[src/rtl/draw_sequencer_if.sv]
// Request/grant handshake plus ROM/VGA plotting signals shared by the game-flow
// controller (master) and the draw sequencer (slave).
interface draw_sequencer_if #(
  parameter int ADDR_W = 15
) ();
  logic              screenReq;
  logic [4:0]        screenSel;
  logic              screenAck;
  logic              spriteReq;
  logic [4:0]        spriteSel;
  logic [7:0]        spriteX;
  logic [6:0]        spriteY;
  logic              spriteAck;
  logic [4:0]        memorySel;
  logic [ADDR_W-1:0] romAddr;
  logic [7:0]        x;
  logic [6:0]        y;
  logic              plot;
  logic              busy;
  logic              done;

  modport master (
    output screenReq, screenSel, spriteReq, spriteSel, spriteX, spriteY,
    input  screenAck, spriteAck, memorySel, romAddr, x, y, plot, busy, done
  );

  modport slave (
    input  screenReq, screenSel, spriteReq, spriteSel, spriteX, spriteY,
    output screenAck, spriteAck, memorySel, romAddr, x, y, plot, busy, done
  );
endinterface

[src/rtl/draw_sequencer.sv]
// Arbitrates background/sprite draw jobs and walks ROM address, VGA x/y and plot
// for every pixel; x/y/plot are delayed one cycle to line up with ROM data.
module draw_sequencer #(
  parameter int SCREEN_W = 160,
  parameter int SCREEN_H = 120,
  parameter int SPRITE_W = 40,
  parameter int SPRITE_H = 40,
  parameter int ADDR_W   = 15
) (
  input  logic            clk,
  input  logic            stateReset,
  draw_sequencer_if.slave bus
);

  localparam logic [7:0] SCR_COL_LAST = 8'(SCREEN_W - 1);
  localparam logic [6:0] SCR_ROW_LAST = 7'(SCREEN_H - 1);
  localparam logic [7:0] SPR_COL_LAST = 8'(SPRITE_W - 1);
  localparam logic [6:0] SPR_ROW_LAST = 7'(SPRITE_H - 1);
  localparam logic [7:0] VIEW_W       = 8'(SCREEN_W);
  localparam logic [7:0] VIEW_H       = 8'(SCREEN_H);

  typedef enum logic [2:0] {IDLE, LOAD, DRAW, FLUSH, DONE} state_t;

  state_t            state_q;
  logic              job_sprite_q;
  logic              last_sprite_q;
  logic [7:0]        org_x_q;
  logic [6:0]        org_y_q;
  logic [7:0]        col_q;
  logic [6:0]        row_q;
  logic [ADDR_W-1:0] rom_addr_q;
  logic [4:0]        mem_sel_q;
  logic              screen_ack_q;
  logic              sprite_ack_q;
  logic              plot_q;
  logic              done_q;
  logic              busy_q;
  logic [7:0]        x_q;
  logic [6:0]        y_q;

  logic              grant_screen;
  logic              grant_sprite;
  logic [7:0]        col_last;
  logic [6:0]        row_last;
  logic              last_pix;
  logic [7:0]        pix_x_d;
  logic [7:0]        pix_y_d;
  logic              in_view_d;

  // On a tie the requester that did not win last time is served.
  assign grant_sprite = bus.spriteReq && (!bus.screenReq || !last_sprite_q);
  assign grant_screen = bus.screenReq && (!bus.spriteReq || last_sprite_q);

  assign col_last = job_sprite_q ? SPR_COL_LAST : SCR_COL_LAST;
  assign row_last = job_sprite_q ? SPR_ROW_LAST : SCR_ROW_LAST;
  assign last_pix = (col_q == col_last) && (row_q == row_last);

  // Origin + offset never exceeds 8 bits for legal origins, so no carry is lost.
  assign pix_x_d   = job_sprite_q ? (org_x_q + col_q) : col_q;
  assign pix_y_d   = job_sprite_q ? ({1'b0, org_y_q} + {1'b0, row_q}) : {1'b0, row_q};
  assign in_view_d = (pix_x_d < VIEW_W) && (pix_y_d < VIEW_H);

  always_ff @(posedge clk or posedge stateReset) begin
    if (stateReset) begin
      state_q       <= IDLE;
      job_sprite_q  <= 1'b0;
      last_sprite_q <= 1'b1;
      org_x_q       <= '0;
      org_y_q       <= '0;
      col_q         <= '0;
      row_q         <= '0;
      rom_addr_q    <= '0;
      mem_sel_q     <= '0;
      screen_ack_q  <= 1'b0;
      sprite_ack_q  <= 1'b0;
      plot_q        <= 1'b0;
      done_q        <= 1'b0;
      busy_q        <= 1'b0;
      x_q           <= '0;
      y_q           <= '0;
    end else begin
      screen_ack_q <= 1'b0;
      sprite_ack_q <= 1'b0;
      done_q       <= 1'b0;
      plot_q       <= (state_q == DRAW) && in_view_d;
      if (state_q == DRAW) begin
        x_q <= pix_x_d;
        y_q <= pix_y_d[6:0];
      end

      case (state_q)
        IDLE: begin
          if (grant_screen || grant_sprite) begin
            state_q       <= LOAD;
            busy_q        <= 1'b1;
            screen_ack_q  <= grant_screen;
            sprite_ack_q  <= grant_sprite;
            job_sprite_q  <= grant_sprite;
            last_sprite_q <= grant_sprite;
            mem_sel_q     <= grant_sprite ? bus.spriteSel : bus.screenSel;
            if (grant_sprite) begin
              org_x_q <= bus.spriteX;
              org_y_q <= bus.spriteY;
            end
          end
        end
        LOAD: begin
          state_q    <= DRAW;
          rom_addr_q <= '0;
          col_q      <= '0;
          row_q      <= '0;
        end
        DRAW: begin
          if (last_pix) begin
            state_q <= FLUSH;
          end else begin
            rom_addr_q <= rom_addr_q + ADDR_W'(1);
            if (col_q == col_last) begin
              col_q <= '0;
              row_q <= row_q + 7'd1;
            end else begin
              col_q <= col_q + 8'd1;
            end
          end
        end
        FLUSH: begin
          state_q <= DONE;
          done_q  <= 1'b1;
        end
        DONE: begin
          state_q <= IDLE;
          busy_q  <= 1'b0;
        end
        default: begin
          state_q <= IDLE;
          busy_q  <= 1'b0;
        end
      endcase
    end
  end

  assign bus.screenAck = screen_ack_q;
  assign bus.spriteAck = sprite_ack_q;
  assign bus.memorySel = mem_sel_q;
  assign bus.romAddr   = rom_addr_q;
  assign bus.x         = x_q;
  assign bus.y         = y_q;
  assign bus.plot      = plot_q;
  assign bus.busy      = busy_q;
  assign bus.done      = done_q;

endmodule
[src/flat_wrapper.sv]
// flat-port wrapper written by rule: the top's interface ports become plain ports
module draw_sequencer_flat 
#(
  parameter int SCREEN_W = 160,
  parameter int SCREEN_H = 120,
  parameter int SPRITE_W = 40,
  parameter int SPRITE_H = 40,
  parameter int ADDR_W   = 15
)
  (clk, stateReset, bus_screenReq, bus_screenSel, bus_spriteReq, bus_spriteSel, bus_spriteX, bus_spriteY, bus_screenAck, bus_spriteAck, bus_memorySel, bus_romAddr, bus_x, bus_y, bus_plot, bus_busy, bus_done);
  draw_sequencer_if #(.ADDR_W(ADDR_W)) bus_i ();
  input  logic clk;
  input  logic stateReset;
  input wire logic [$bits(bus_i.screenReq)-1:0] bus_screenReq;
  input wire logic [$bits(bus_i.screenSel)-1:0] bus_screenSel;
  input wire logic [$bits(bus_i.spriteReq)-1:0] bus_spriteReq;
  input wire logic [$bits(bus_i.spriteSel)-1:0] bus_spriteSel;
  input wire logic [$bits(bus_i.spriteX)-1:0] bus_spriteX;
  input wire logic [$bits(bus_i.spriteY)-1:0] bus_spriteY;
  output wire logic [$bits(bus_i.screenAck)-1:0] bus_screenAck;
  output wire logic [$bits(bus_i.spriteAck)-1:0] bus_spriteAck;
  output wire logic [$bits(bus_i.memorySel)-1:0] bus_memorySel;
  output wire logic [$bits(bus_i.romAddr)-1:0] bus_romAddr;
  output wire logic [$bits(bus_i.x)-1:0] bus_x;
  output wire logic [$bits(bus_i.y)-1:0] bus_y;
  output wire logic [$bits(bus_i.plot)-1:0] bus_plot;
  output wire logic [$bits(bus_i.busy)-1:0] bus_busy;
  output wire logic [$bits(bus_i.done)-1:0] bus_done;
  assign bus_i.screenReq = bus_screenReq;
  assign bus_i.screenSel = bus_screenSel;
  assign bus_i.spriteReq = bus_spriteReq;
  assign bus_i.spriteSel = bus_spriteSel;
  assign bus_i.spriteX = bus_spriteX;
  assign bus_i.spriteY = bus_spriteY;
  assign bus_screenAck = bus_i.screenAck;
  assign bus_spriteAck = bus_i.spriteAck;
  assign bus_memorySel = bus_i.memorySel;
  assign bus_romAddr = bus_i.romAddr;
  assign bus_x = bus_i.x;
  assign bus_y = bus_i.y;
  assign bus_plot = bus_i.plot;
  assign bus_busy = bus_i.busy;
  assign bus_done = bus_i.done;
  draw_sequencer #(.SCREEN_W(SCREEN_W), .SCREEN_H(SCREEN_H), .SPRITE_W(SPRITE_W), .SPRITE_H(SPRITE_H), .ADDR_W(ADDR_W)) u_core (.clk(clk), .stateReset(stateReset), .bus(bus_i));
endmodule
[config.mk]
export PLATFORM = sky130hd
export DESIGN_NAME = draw_sequencer_flat
export DESIGN_NICKNAME = d
export VERILOG_FILES = /design/src/rtl/draw_sequencer_if.sv /design/src/rtl/draw_sequencer.sv /design/src/flat_wrapper.sv
export SDC_FILE = /design/constraint.sdc
export NUM_CORES = 1
export LEC_CHECK = 0
export ABC_AREA = 1
export BUFFER_PORTS_ARGS = -buffer_cell sky130_fd_sc_hd__buf_2
export CAP_MARGIN = 40
export CORE_MARGIN = 4
export CORE_UTILIZATION = 50
export DETAILED_ROUTE_END_ITERATION = 7
export GPL_TIMING_DRIVEN = 0
export PLACE_DENSITY = 0.81
export SETUP_SLACK_MARGIN = 0.02
export SYNTH_ARGS = -nofsm -noshare
export SYNTH_HDL_FRONTEND = slang
export SYNTH_SLANG_ARGS = --single-unit
[constraint.sdc]
create_clock -name clk -period 2 [get_ports clk]
set_clock_uncertainty 0.1 [all_clocks]
set_input_delay 0 -clock clk [delete_from_list [all_inputs] [get_ports clk]]
set_output_delay 0 -clock clk [all_outputs]
set_load 0.02 [all_outputs]
# --- Word-level counts from Yosys, hierarchy flattened ---
# Index checks and enable logic that the tools add are counted.
totals:
  regBits: 75
classes:
  add_sub_neg: 5
  n_lt_le_gt_ge: 2
  n_eq_ne: 9
  mux: 23
  bitwise: 1
  n_reduce_logical: 20
op_table:
  columns: ["operator", "count"]
  rows:
  - ["2-to-1 mux 8 bit", 5]
  - ["case mux 15 bit (2 select lines)", 1]
  - ["2-to-1 mux 7 bit", 3]
  - ["case mux 8 bit (2 select lines)", 1]
  - ["adder 15 x 1 -> 15 bit, second input constant", 1]
  - ["2-to-1 mux 15 bit", 1]
  - ["case mux 7 bit (2 select lines)", 1]
  - ["case mux 3 bit (4 select lines)", 1]
  - ["adder 7 x 7 -> 8 bit", 1]
  - ["adder 8 x 1 -> 8 bit, second input constant", 1]
  - ["adder 8 bit", 1]
  - ["== test 8 bit", 1]
  - ["< comparator 8 x 7 -> 1 bit, second input constant", 1]
  - ["< comparator 8 bit, second input constant", 1]
  - ["AND reduction 2 bit", 4]
  - ["adder 7 x 1 -> 7 bit, second input constant", 1]
  - ["== test 7 bit", 1]
  - ["== test 3 x 2 -> 1 bit, second input constant", 2]
  - ["2-to-1 mux 1 bit", 6]
  - ["2-to-1 mux 3 bit", 2]
  - ["AND reduction 3 bit", 2]
  - ["logical AND 1 bit", 5]
  - ["2-to-1 mux 5 bit", 1]
  - ["inequality test 2 x 1 -> 1 bit, second input constant", 2]
  - ["9 further kinds", 14]

# --- Depth between registers and ports, before layout ---
# Gate-level depths: netlist (run 1).
logic_depth:
  ltp_word: 6
  ltp_mapped: 13

# --- Worst setup path before layout (run 1) ---
# OpenSTA, ideal clock, no wires.
synth_path:
  kind: "flip-flop to flip-flop"
  start: "reg u_core.row_q[0]"
  end: "reg u_core.plot_q (netlist: u_core.bus.plot)"
  arrival_ns: 1.691
  required_ns: 1.781
  setup_slack_ns: 0.090
  stages_incl_launch_ff: 14
  path_buffers: 0
  path_cell_list: "dfrtp_1 -> ha_1 -> inv_1 -> fa_1 -> inv_1 -> nand3_1 -> nand2_1 -> nand2_1 -> nand3_1 -> nand2_1 -> nor2_1 -> nand2_1 -> o21bai_1 -> nor2_1"
synth_between:
  elab_chain_cells: 5
synth_rtl:
  columns: ["element", "line", "text"]
  rows:
  - ["start, declared", "draw_sequencer.sv:30", "logic [6:0] row_q;"]
  - ["start signal, assigned", "draw_sequencer.sv:120", "row_q <= row_q + 7'd1;"]
  - ["adder 7 x 7 -> 8 bit", "draw_sequencer.sv:60", "assign pix_y_d = job_sprite_q ? ({1'b0, org_y_q} + {1'b0, row_q}) : {1'b0, row_q};"]
  - ["2-to-1 mux 8 bit (*)", "draw_sequencer.sv:60", null]
  - ["< comparator 8 x 7 -> 1 bit (*)", "draw_sequencer.sv:61", "assign in_view_d = (pix_x_d < VIEW_W) && (pix_y_d < VIEW_H);"]
  - ["logical AND 1 bit (*)", "draw_sequencer.sv:61", null]
  - ["logical AND 1 bit (*)", "draw_sequencer.sv:85", "plot_q <= (state_q == DRAW) && in_view_d;"]
  - ["end signal, assigned", "draw_sequencer.sv:85", null]
  - ["end, declared", "draw_sequencer.sv:35", "logic plot_q;"]
# Every way passes the cells marked *; elsewhere a longest branch is shown, timed or not.
# A chain may end at the register's enable or synchronous reset.

# --- Final worst setup path (run 1) ---
layout_path:
  start: "reg u_core.row_q[2]"
  end: "reg u_core.plot_q (netlist: u_core.bus.plot)"
# The elaborated chain is that of the path after synthesis.

==> flow_summary.toml, run 1 <==
[run_status]
outcome = "finished, final reports clean"

[logic_synthesis]
synth.net_count = 616
seq_area_frac_synth_pct = 42.9
synth_top_cell_by_area = "dfrtp_1"
synth_cells = 568
synth_seq_cells = 75
synth_top_cells_by_area = "dfrtp_1 (42%), nand2_1 (17%), ha_1 (4.9%), nor2_1 (4.7%), inv_1 (4.1%)"
synth_async_sr_flop_share_pct = 100
synth.top_cell.area_share_pct = 42.3
yosysWarningCount = 0
ys_types = 40
synth_ff_type = "dfrtp_1"
netlist_area_mm2 = 0.00438
synth_edf_count = 0
syn_area_per_cell_um2 = 7.71

[critical_path]
slowest_delay_ns = 0.47
crit_buf_inv = 1
criticalPathCategory = "reg -> reg"
worstPathArrival_ns = 2.06
crit_top_cell = "nand2_1"
cp_data_required_time_ns = 2.14
reg2regPathDepth = 11
path_cells = "ha_1, inv_1, nand2_1, nand2_1, nand2_1, nand3_1, nand2_1, nor2_1, nand2_1, o21bai_1, nor2_1"
crit_slowest_cell = "dfrtp_2"
start_kind = "flip-flop"
critical-path-top-delay-family = "simple AND/OR/NAND/NOR gates"
end_kind = "flip-flop"
path_depth = 11
crit_path_max_fanout = 8

[pwr]
ir_drop_mv = 0.851
sw_frac_of_total_pct = 43.9
p_seq_share_pct = 32.8
p_per_area_mw_per_mm2 = 1290
power.switching_mw = 3.18
p_clk_share_pct = 19.6
leakage_nw = 2.83
intPower_mw = 4.07
combPwrFrac_pct = 47.6

[sta]
rsz0062_at_grt = "yes"
fin_crit_ns = 1.93
finalSetupViolCount = 0
final-max-slew-violation-count = 0
finalWorstSetupSlack_ns = 0.0739
clock.fmax_ghz = 0.519
tightest_slew_ns = 0.611
maxSlewHeadroom_pct = 59.2
layout_worst_path_cycle_share_pct = 96.3
hold_violations = 0

[clocking]
cts_buffers = 9
cts_sinks = 75
cts_max_path_buffers = 2
tritoncts = "built"
clk_latency_ns = 0.35
path_clk_slew_ns = 0.09
cts-htree-levels = 3
cts-root-buf = "clkbuf_8"

[placed_design]
dp_cells = 743
io_buffers = 68
place.gp.congestion = 0.913
post-place-ws_ns = -0.178
hpwl_mm = 7.86

[drt]
vias = 4178
vias_per_cell = 5.24
route.detailed.drc = 0
wl_mm = 11.5
drtPass1Iterations = 5
wl_per_cell_um = 14.5
drt_iter0_markers = 272
antenna_left = 0

[floorplan]
die-area_mm2 = 0.0103
rows = 33
start_util_pct = 52.3
die_width_um = 102
design.core.area_mm2 = 0.00838
die_h_um = 102
boundaryPins = 69

[global_routing]
grt_util_met1_pct = 29.2
globalRouteMet2Util_pct = 39.1
grt.busiest_layer = "met2"
first_global_vias = 4074
grt_antenna_before_repair = 0
track_usage_pct = 23.2
grt_pass1_wl_mm = 19.0
grt_overflow = 0
grt_start_max_net_pins = 34
gr-usage-met3_pct = 5.17

[finish]
antenna_cells = 0
final_nets = 735
area_delta_synth_final_pct = 28.4
fin_util_pct = 67.1
finalNonFillerCells = 797
drive_above_1_share_pct = 24.1

[job]
cap_violations = 0

[hold_path]
hp-class = "in -> async"
-- state kept, by name (all words and copies together), names as in the netlist --
name	flops
u_core.bus.busy	1
u_core.bus.done	1
u_core.bus.memorySel	5
u_core.bus.plot	1
u_core.bus.romAddr	15
u_core.bus.screenAck	1
u_core.bus.spriteAck	1
u_core.bus.x	8
u_core.bus.y	7
u_core.col_q	8
u_core.job_sprite_q	1
u_core.last_sprite_q	1
u_core.org_x_q	8
u_core.org_y_q	7
u_core.row_q	7
u_core.state_q	3
-- layout by cell type, fill, tap and decap left out, types with 3 or more instances in the layout --
| master | instances |
|---|---|
| buf_2 | 75 |
| xor2_1 | 15 |
| bufinv_16 | 3 |
| a31oi_1 | 4 |
| clkbuf_1 | 3 |
| nor2_1 | 54 |
| nor3_1 | 5 |
| o21ai_1 | 5 |
| o21ai_0 | 21 |
| nand4_1 | 8 |
| nand2_2 | 9 |
| nand2_1 | 201 |
| inv_2 | 5 |
| nand2_4 | 4 |
| nand3_1 | 27 |
| clkbuf_8 | 9 |
| dfrtp_2 | 8 |
| a21oi_1 | 10 |
| ha_4 | 5 |
| buf_4 | 12 |
| dfrtp_1 | 66 |
| ha_1 | 12 |
| a21oi_2 | 5 |
| xnor2_1 | 5 |
| or2_2 | 3 |
| dlygate4sd3_1 | 29 |
| o31ai_1 | 6 |
| o21ai_2 | 6 |
| inv_1 | 46 |
-- worst paths after layout --
path,from,endpoint,slack (ns)
hold reg to reg,u_core.bus.x[4]$_DFFE_PP0P_,u_core.bus.x[4]$_DFFE_PP0P_,0.38
setup / recovery,u_core.row_q[2]$_DFFE_PP0P_,u_core.bus.plot$_DFF_PP0_,0.07
setup reg to reg,u_core.row_q[2]$_DFFE_PP0P_,u_core.bus.plot$_DFF_PP0_,0.07
max in group asynchronous,stateReset,u_core.last_sprite_q$_DFFE_PP1P_,0.90
min in group clk,bus_spriteX[1],u_core.org_x_q[1]$_DFFE_PP0P_,0.28
hold / removal,stateReset,u_core.bus.y[2]$_DFFE_PP0P_,0.11
-- metrics by stage --
stage | hold WS (ns) | area (um2) | setup TNS [ns] | power, mW
2_1_floorplan | -0.00743 | 4390 | 0 | 4.56
3_3_place_gp | 0.0999 | 4860 | -0.103 | 5.36
5_1_grt | 0.128 | 5630 | -0.0350 | 7.77
3_5_place_dp | -0.0708 | 4900 | -0.249 | 5.49
4_1_cts | 0.115 | 5440 | 0 | 6.99
6_report | 0.112 | 5630 | 0 | 7.26
-- cell type report --
type	count	area [um2]
fillers	673	2760
multi-input cells	426	2340
flip-flops and latches	75	1890
repair buffers	108	738
inverters	52	199
well taps	105	131
clock buffers	9	124
clock inverters	7	116
plain buffers	15	91.3
-- cells by family (layout without fill, tap and decap cells) --
kind of cell,Yosys count,after routing,synth area share (%)
flip-flops,75,75,42.9
AND/OR/NAND/NOR,326,326,32.5
adder cells (fa/ha/maj),19,19,5.77
AO/OA/AOI/OAI,61,61,8.37
XOR/XNOR,20,20,4.00
buffers and inverters,67,191,6.54
-- worst register-to-register path, cell delays in order (launching register included) --
cell,delay (ns)
dfrtp_2,0.47
ha_1,0.36
inv_1,0.09
nand2_1,0.09
nand2_1,0.11
nand2_1,0.06
nand3_1,0.08
nand2_1,0.08
nor2_1,0.11
nand2_1,0.07
o21bai_1,0.12
nor2_1,0.05
-- layer usage --
layer | part of all wire, % | up-vias
li1 | - | 2053
met4 | 2.2 | 0
met2 | 49 | 147
met1 | 43 | 1954
met5 | 0 | -
met3 | 5.9 | 24
-- cell usage after synthesis (all sizes together) (5+ instances only) --
cell type and n:
nand2 214, ha 17, dfrtp 74, xor2 15
nand3 28, nand4 10, a21oi 15, inv 52
xnor2 5, o31ai 6, nor2 59, o21ai 33
buf 12, nor3 7
-- repair_timing --
action | in CTS | in global routing
setup buffers | 1 | 7
endpoints found under the setup margin | 14 | 28
pin swaps | 0 | 3
hold buffers | 29 | 0
gates cloned | 0 | 1
hold endpoints to repair | 71 | 0
gates resized for setup | 5 | 26
-- power groups by stage --
stage	Sequential, mW	Clock, mW	Combinational [mW]
final	2.38	1.42	3.45
after global routing	2.43	1.51	3.84
after CTS	2.35	1.43	3.21
after detailed placement	2.37	0	3.13
after global placement	2.34	0	3.02
after floorplan	2.57	0	1.98
Power figures use the tool's default switching activity.
==> run 2, diff against run 1 <==
--- a/config.mk
+++ b/config.mk
@@ -5,7 +5,6 @@
 export SDC_FILE = /design/constraint.sdc
 export NUM_CORES = 1
 export LEC_CHECK = 0
-export ABC_AREA = 1
 export BUFFER_PORTS_ARGS = -buffer_cell sky130_fd_sc_hd__buf_2
 export CAP_MARGIN = 40
 export CORE_MARGIN = 4
==> run 2 against run 1 <==
Net effect: core utilization up 7.7 points; total power is 3.1% higher; die area is 7.5% lower; highest routed layer unchanged; the run now ends with negative setup slack left; sequential power about the same; register-to-register slack worse by 0.33 ns; clock power fell by 13%; sequential share of layout area is 1.0 points lower.
==> flow_summary.toml, run 2 <==
[logic_synthesis]
yosysWarningCount = 0
synth_edf_count = 0
synth.top_cell.area_share_pct = 46.0
yosysMostFrequentCell = "dfrtp_1"
synth.net_count = 454
synth_cells = 406
netlist_area_mm2 = 0.00403
seq_area_frac_synth_pct = 46.6
synth_async_sr_flop_share_pct = 100
synth_top_cell_by_area = "dfrtp_1"
synth_ff_type = "dfrtp_1"
ys_top_cells_by_count = "dfrtp_1 (74), nand2_1 (41), nor2_1 (37)"
syn_area_per_cell_um2 = 9.92
synth_seq_cells = 75
synth_top_cells_by_area = "dfrtp_1 (46%), ha_1 (5.3%), o21ai_0 (4.5%), nand2_1 (3.8%), mux2i_1 (3.7%)"
ys_types = 56

[global_routing]
first_global_vias = 3788
grt_antenna_before_repair = 0
track_usage_pct = 22.8
grt_overflow = 0
grt_pass1_wl_mm = 17.8
grt_start_max_net_pins = 37

[pwr]
leakage_nw = 2.65
sw_frac_of_total_pct = 42.3
p_seq_share_pct = 32.3
p_clk_share_pct = 16.4
p_per_area_mw_per_mm2 = 1290
ir_drop_mv = 0.764
combPwrFrac_pct = 51.3
power.switching_mw = 3.16
intPower_mw = 4.32

[floorplan]
die_h_um = 97.8
design.core.area_mm2 = 0.00777
die_width_um = 97.8
die-area_mm2 = 0.00956
rows = 32
start_util_pct = 51.9
boundaryPins = 69

[sta]
tightest_slew_ns = 0.700
finalSetupViolCount = 23
hold-worst-slack_ns = 0.0972
finalWorstSetupSlack_ns = -0.260
layout_worst_path_cycle_share_pct = 113
rsz0062_at_grt = "yes"
maxSlewHeadroom_pct = 53.3
final-max-slew-violation-count = 0
fin_crit_ns = 2.26
clock.fmax_ghz = 0.443
hold_violations = 0
setup-tns-final_ns = -2.06

[placed_design]
io_buffers = 68
post-place-ws_ns = -0.273
place.gp.congestion = 0.849
hpwl_mm = 6.65

[critical_path]
start_kind = "flip-flop"
criticalPathCategory = "reg -> reg"
crit_path_max_fanout = 2
end_kind = "flip-flop"
worstPathArrival_ns = 2.42
cp_data_required_time_ns = 2.16

[clocking]
cts-htree-levels = 3
clk_latency_ns = 0.35
cts_max_path_buffers = 2
path_clk_slew_ns = 0.07
cts_sinks = 75
cts-root-buf = "clkbuf_8"
tritoncts = "built"
cts_buffers = 9

[finish]
antenna_cells = 0
regArea_mm2 = 0.00189
drive_above_1_share_pct = 39.9
area_delta_synth_final_pct = 44.2
largest_reg_flops = 15
multi_input_area_mm2 = 0.00251
layout_common_cells = "buf_2 (71), dfrtp_1 (64), nand2_1 (34), nor2_1 (32), dlygate4sd3_1 (29)"
final_nets = 595
fin_util_pct = 74.8
final_common_cell = "buf_2"
n_fill_cell = 512

[run_status]
violations = "negative setup slack"
outcome = "finished, violations left"

[hold_path]
hp-class = "in -> async"

[drt]
vias = 3806
route.detailed.drc = 0
antenna_left = 0
vias_per_cell = 5.82
drtPass1Iterations = 5
wl_mm = 11.7
drt_iter0_markers = 306
wl_per_cell_um = 17.9

[job]
cap_violations = 0
run 2: cell count changes in the layout (fill, tap and decap cells not counted), sizes merged, moves of 5 or more:
cell and delta:
buf +15, inv -41, nand3 -13, a21oi +8, o211ai +5, mux2 +13, and3 +5, clkbuf +11
o21ai +7, nand2 -171, mux2i +15, nor2 -18
run 2: through the flow:
stage | instances | total power, mW | area (um2)
floorplan | 406 | 4.38 | 4060
global placement | 576 | 5.07 | 4530
detailed placement | 578 | 5.20 | 4580
CTS | 642 | 6.94 | 5450
global route | 654 | 7.93 | 5810
finish | 654 | 7.48 | 5810
run 2: final cells by class:
type,count,share of cell area [%]
multi-input cells,307,43.1
flip-flops and latches,75,32.5
repair buffers,129,16.3
clock buffers,15,3.04
well taps,102,2.20
plain buffers,14,1.46
inverters,11,0.775
clock inverters,1,0.517
run 2: power groups by stage:
| stage | Sequential (mW) | Clock [mW] | Combinational (mW) |
|---|---|---|---|
| floorplan | 2.58 | 0 | 1.81 |
| global placement | 2.33 | 0 | 2.74 |
| detailed placement | 2.36 | 0 | 2.85 |
| CTS | 2.36 | 1.24 | 3.34 |
| global route | 2.47 | 1.30 | 4.16 |
| finish | 2.41 | 1.23 | 3.84 |
run 2: metal layers:
metal	global-route usage [%]	part of all wire, %	up-vias
li1	-	-	1746
met1	29.7	40	1825
met2	37.2	49	197
met3	5.07	8.1	38
met4	8.95	2.6	0
met5	0	0	-
run 2: final timing paths:
check	to	depth (start not counted)	slack, ns	startpoint
max reg2reg	u_core.bus.plot$_DFF_PP0_	8	-0.26	u_core.col_q[0]$_DFFE_PP0P_
min	u_core.bus.memorySel[4]$_DFFE_PP0P_	3	0.1	stateReset
max in group asynchronous	u_core.row_q[4]$_DFFE_PP0P_	5	0.99	stateReset
min in group clk	u_core.org_x_q[0]$_DFFE_PP0P_	3	0.30	bus_spriteX[0]
min reg2reg	u_core.bus.y[5]$_DFFE_PP0P_	2	0.37	u_core.bus.y[5]$_DFFE_PP0P_
max	u_core.bus.plot$_DFF_PP0_	8	-0.26	u_core.col_q[0]$_DFFE_PP0P_
run 2: timing repair:
item,4_1_cts,5_1_grt
resized for setup,56,65
hold buffers,29,0
endpoints found under the setup margin,52,53
pin swaps,21,31
endpoints found under the hold margin,78,0
buffers inserted,18,13
cloned,1,1
run 2: kinds of logic (layout without fill, tap and decap cells):
group / Yosys count / in the layout / share of synthesized area, %
xor gates and xnor gates: 20 / 20 / 4.35
AOI/OAI and AO/OA: 96 / 96 / 14.5
DFF: 75 / 75 / 46.6
buffers and inverters: 25 / 170 / 3.01
and+or+nand+nor: 143 / 144 / 17.9
adders and majority gates: 19 / 19 / 6.28
muxes: 28 / 28 / 7.36
run 2: critical path: stages (launching register included):
cell and delay (ns):
dfrtp_2 0.44, ha_4 0.18, fa_2 0.38, a211oi_2 0.27, o21bai_1 0.10, a21oi_1 0.17, xor2_1 0.21, o211ai_1 0.11
a211oi_1 0.21
==> run 3, diff against run 2 <==
--- a/config.mk
+++ b/config.mk
@@ -11,6 +11,7 @@
 export CORE_UTILIZATION = 50
 export DETAILED_ROUTE_END_ITERATION = 7
 export GPL_TIMING_DRIVEN = 0
+export MAX_ROUTING_LAYER = met4
 export PLACE_DENSITY = 0.81
 export SETUP_SLACK_MARGIN = 0.02
 export SYNTH_ARGS = -nofsm -noshare
==> run 3 against run 2 <==
Net effect: non-clock buffer count unchanged; combinational power about the same; global-route usage rose by 0.74 points; final area unchanged; the run still ends with negative setup slack left; largest power group unchanged; worst hold slack worse by 0.0063 ns; clock power about the same.
==> flow_summary.toml, run 3 (synthesis results as in run 2) <==
[run_status]
outcome = "finished, violations left"
violations = "negative setup slack"

[drt]
vias = 3820
route.detailed.drc = 0
antenna_left = 0
drt_iter0_markers = 290
wl_per_cell_um = 17.8
vias_per_cell = 5.84
wl_mm = 11.7
drtPass1Iterations = 7

[critical_path]
cp_data_required_time_ns = 2.16
r2r-start = "u_core.col_q[0]$_DFFE_PP0P_"
crit_slowest_cell = "dfrtp_2"
criticalPathCategory = "reg -> reg"
crit_path_max_fanout = 2
r2r_slack_ns = -0.26
crit_buf_inv = 0
end_kind = "flip-flop"
start_kind = "flip-flop"
reg2regPathDepth = 8
path_cells = "ha_4, fa_2, a211oi_2, o21bai_1, a21oi_1, xor2_1, o211ai_1, a211oi_1"
critical-path-top-delay-family = "compound AO/OA/AOI/OAI gates"
reg2reg_to = "u_core.bus.plot$_DFF_PP0_"
slowest_delay_ns = 0.44
worstPathArrival_ns = 2.43

[sta]
maxSlewHeadroom_pct = 53.9
setup-tns-final_ns = -2.02
final-max-slew-violation-count = 0
hold_violations = 0
finalSetupViolCount = 23
layout_worst_path_cycle_share_pct = 113
finalWorstSetupSlack_ns = -0.262
tightest_slew_ns = 0.691
clock.fmax_ghz = 0.442
fin_crit_ns = 2.26
rsz0062_at_grt = "yes"

[global_routing]
grt_overflow = 0
first_global_vias = 3776
grt_pass1_wl_mm = 17.8
grt_start_max_net_pins = 37
track_usage_pct = 23.5
grt_antenna_before_repair = 0

[floorplan]
die_h_um = 97.8
start_util_pct = 51.9
design.core.area_mm2 = 0.00777
boundaryPins = 69
die-area_mm2 = 0.00956
rows = 32
die_width_um = 97.8

[finish]
antenna_cells = 0
final_nets = 595
finalNonFillerCells = 654
area_delta_synth_final_pct = 44.2
fin_util_pct = 74.8
layout_common_cells = "buf_2 (71), dfrtp_1 (64), nand2_1 (34), nor2_1 (32), dlygate4sd3_1 (29)"
largest_reg_flops = 15
drive_above_1_share_pct = 39.9
multi_input_area_mm2 = 0.00251
n_fill_cell = 512
regArea_mm2 = 0.00189
fin_area_mm2 = 0.00581
final_common_cell = "buf_2"

[clocking]
path_clk_slew_ns = 0.08
tritoncts = "built"
cts_buffers = 9
cts_sinks = 75
clk_latency_ns = 0.35
cts-root-buf = "clkbuf_8"
cts_max_path_buffers = 2
cts-htree-levels = 3

[job]
cap_violations = 0

[hold_path]
hp-class = "in -> async"

[placed_design]
dp_cells = 578
io_buffers = 68
hpwl_mm = 6.65
placed_area_mm2 = 0.00458
place.gp.congestion = 0.863

[pwr]
ir_drop_mv = 0.765
p_per_area_mw_per_mm2 = 1290
leakage_nw = 2.65
## run 3: cell counts in the layout (fill, tap and decap cells not counted)
No cell type changed its count.
## run 3: worst max-delay path by stage
stage | from | to | slack [ns] | cells after the start
3_3_place_gp | u_core.col_q[0]$_DFFE_PP0P_ | u_core.bus.plot$_DFF_PP0_ | -0.24 | 8
3_5_place_dp | u_core.col_q[0]$_DFFE_PP0P_ | u_core.bus.plot$_DFF_PP0_ | -0.27 | 8
6_report | u_core.col_q[0]$_DFFE_PP0P_ | u_core.bus.plot$_DFF_PP0_ | -0.26 | 8
5_1_grt | u_core.col_q[0]$_DFFE_PP0P_ | u_core.bus.plot$_DFF_PP0_ | -0.34 | 8
4_1_cts | u_core.col_q[0]$_DFFE_PP0P_ | u_core.bus.plot$_DFF_PP0_ | -0.23 | 8
2_1_floorplan | u_core.col_q[0]$_DFFE_PP0P_ | u_core.bus.plot$_DFF_PP0_ | -0.07 | 8
## run 3: worst reg2reg max path, stage by stage, from the launching register on
cell      delay (ns)
dfrtp_2         0.44
ha_4            0.18
fa_2            0.38
a211oi_2        0.27
o21bai_1        0.10
a21oi_1         0.17
xor2_1          0.21
o211ai_1        0.11
a211oi_1        0.21
## run 3: layer usage
metal	track usage, %	routed length, um	vias to the layer above
li1	-	-	1746
met1	30.4	4760	1842
met2	37.0	5810	195
met3	4.36	829	37
met4	8.95	268	0
met5	-	0	-
## run 3: timing repair
item,in CTS,in global routing
pin swaps,21,31
endpoints found under the hold margin,78,0
hold buffers,29,0
endpoints found under the setup margin,52,53
gates resized for setup,56,65
buffers inserted,18,13
gates cloned,1,1
## run 3: stage by stage
stage / setup WS [ns] / hold WS, ns / total power [mW]
floorplan: -0.0686 / -0.0300 / 4.38
global placement: -0.240 / 0.116 / 5.07
detailed placement: -0.273 / -0.0632 / 5.20
CTS: -0.227 / 0.107 / 6.94
global route: -0.341 / 0.132 / 7.92
finish: -0.262 / 0.0909 / 7.47
## run 3: final cells by class
class                      instances  area share [%]
buffer                            14            1.46
clock buffer                      15            3.04
clock inverter                     1           0.517
inverter                          11           0.775
multi-input combinational        307            43.1
sequential                        75            32.5
tap                              102            2.20
timing repair buffer             129            16.3
## run 3: where the power goes
part / internal (mW) / switching, mW / total, mW
sequential: 2.01 / 0.409 / 2.41
combinational: 1.63 / 2.20 / 3.83
clock: 0.681 / 0.544 / 1.23
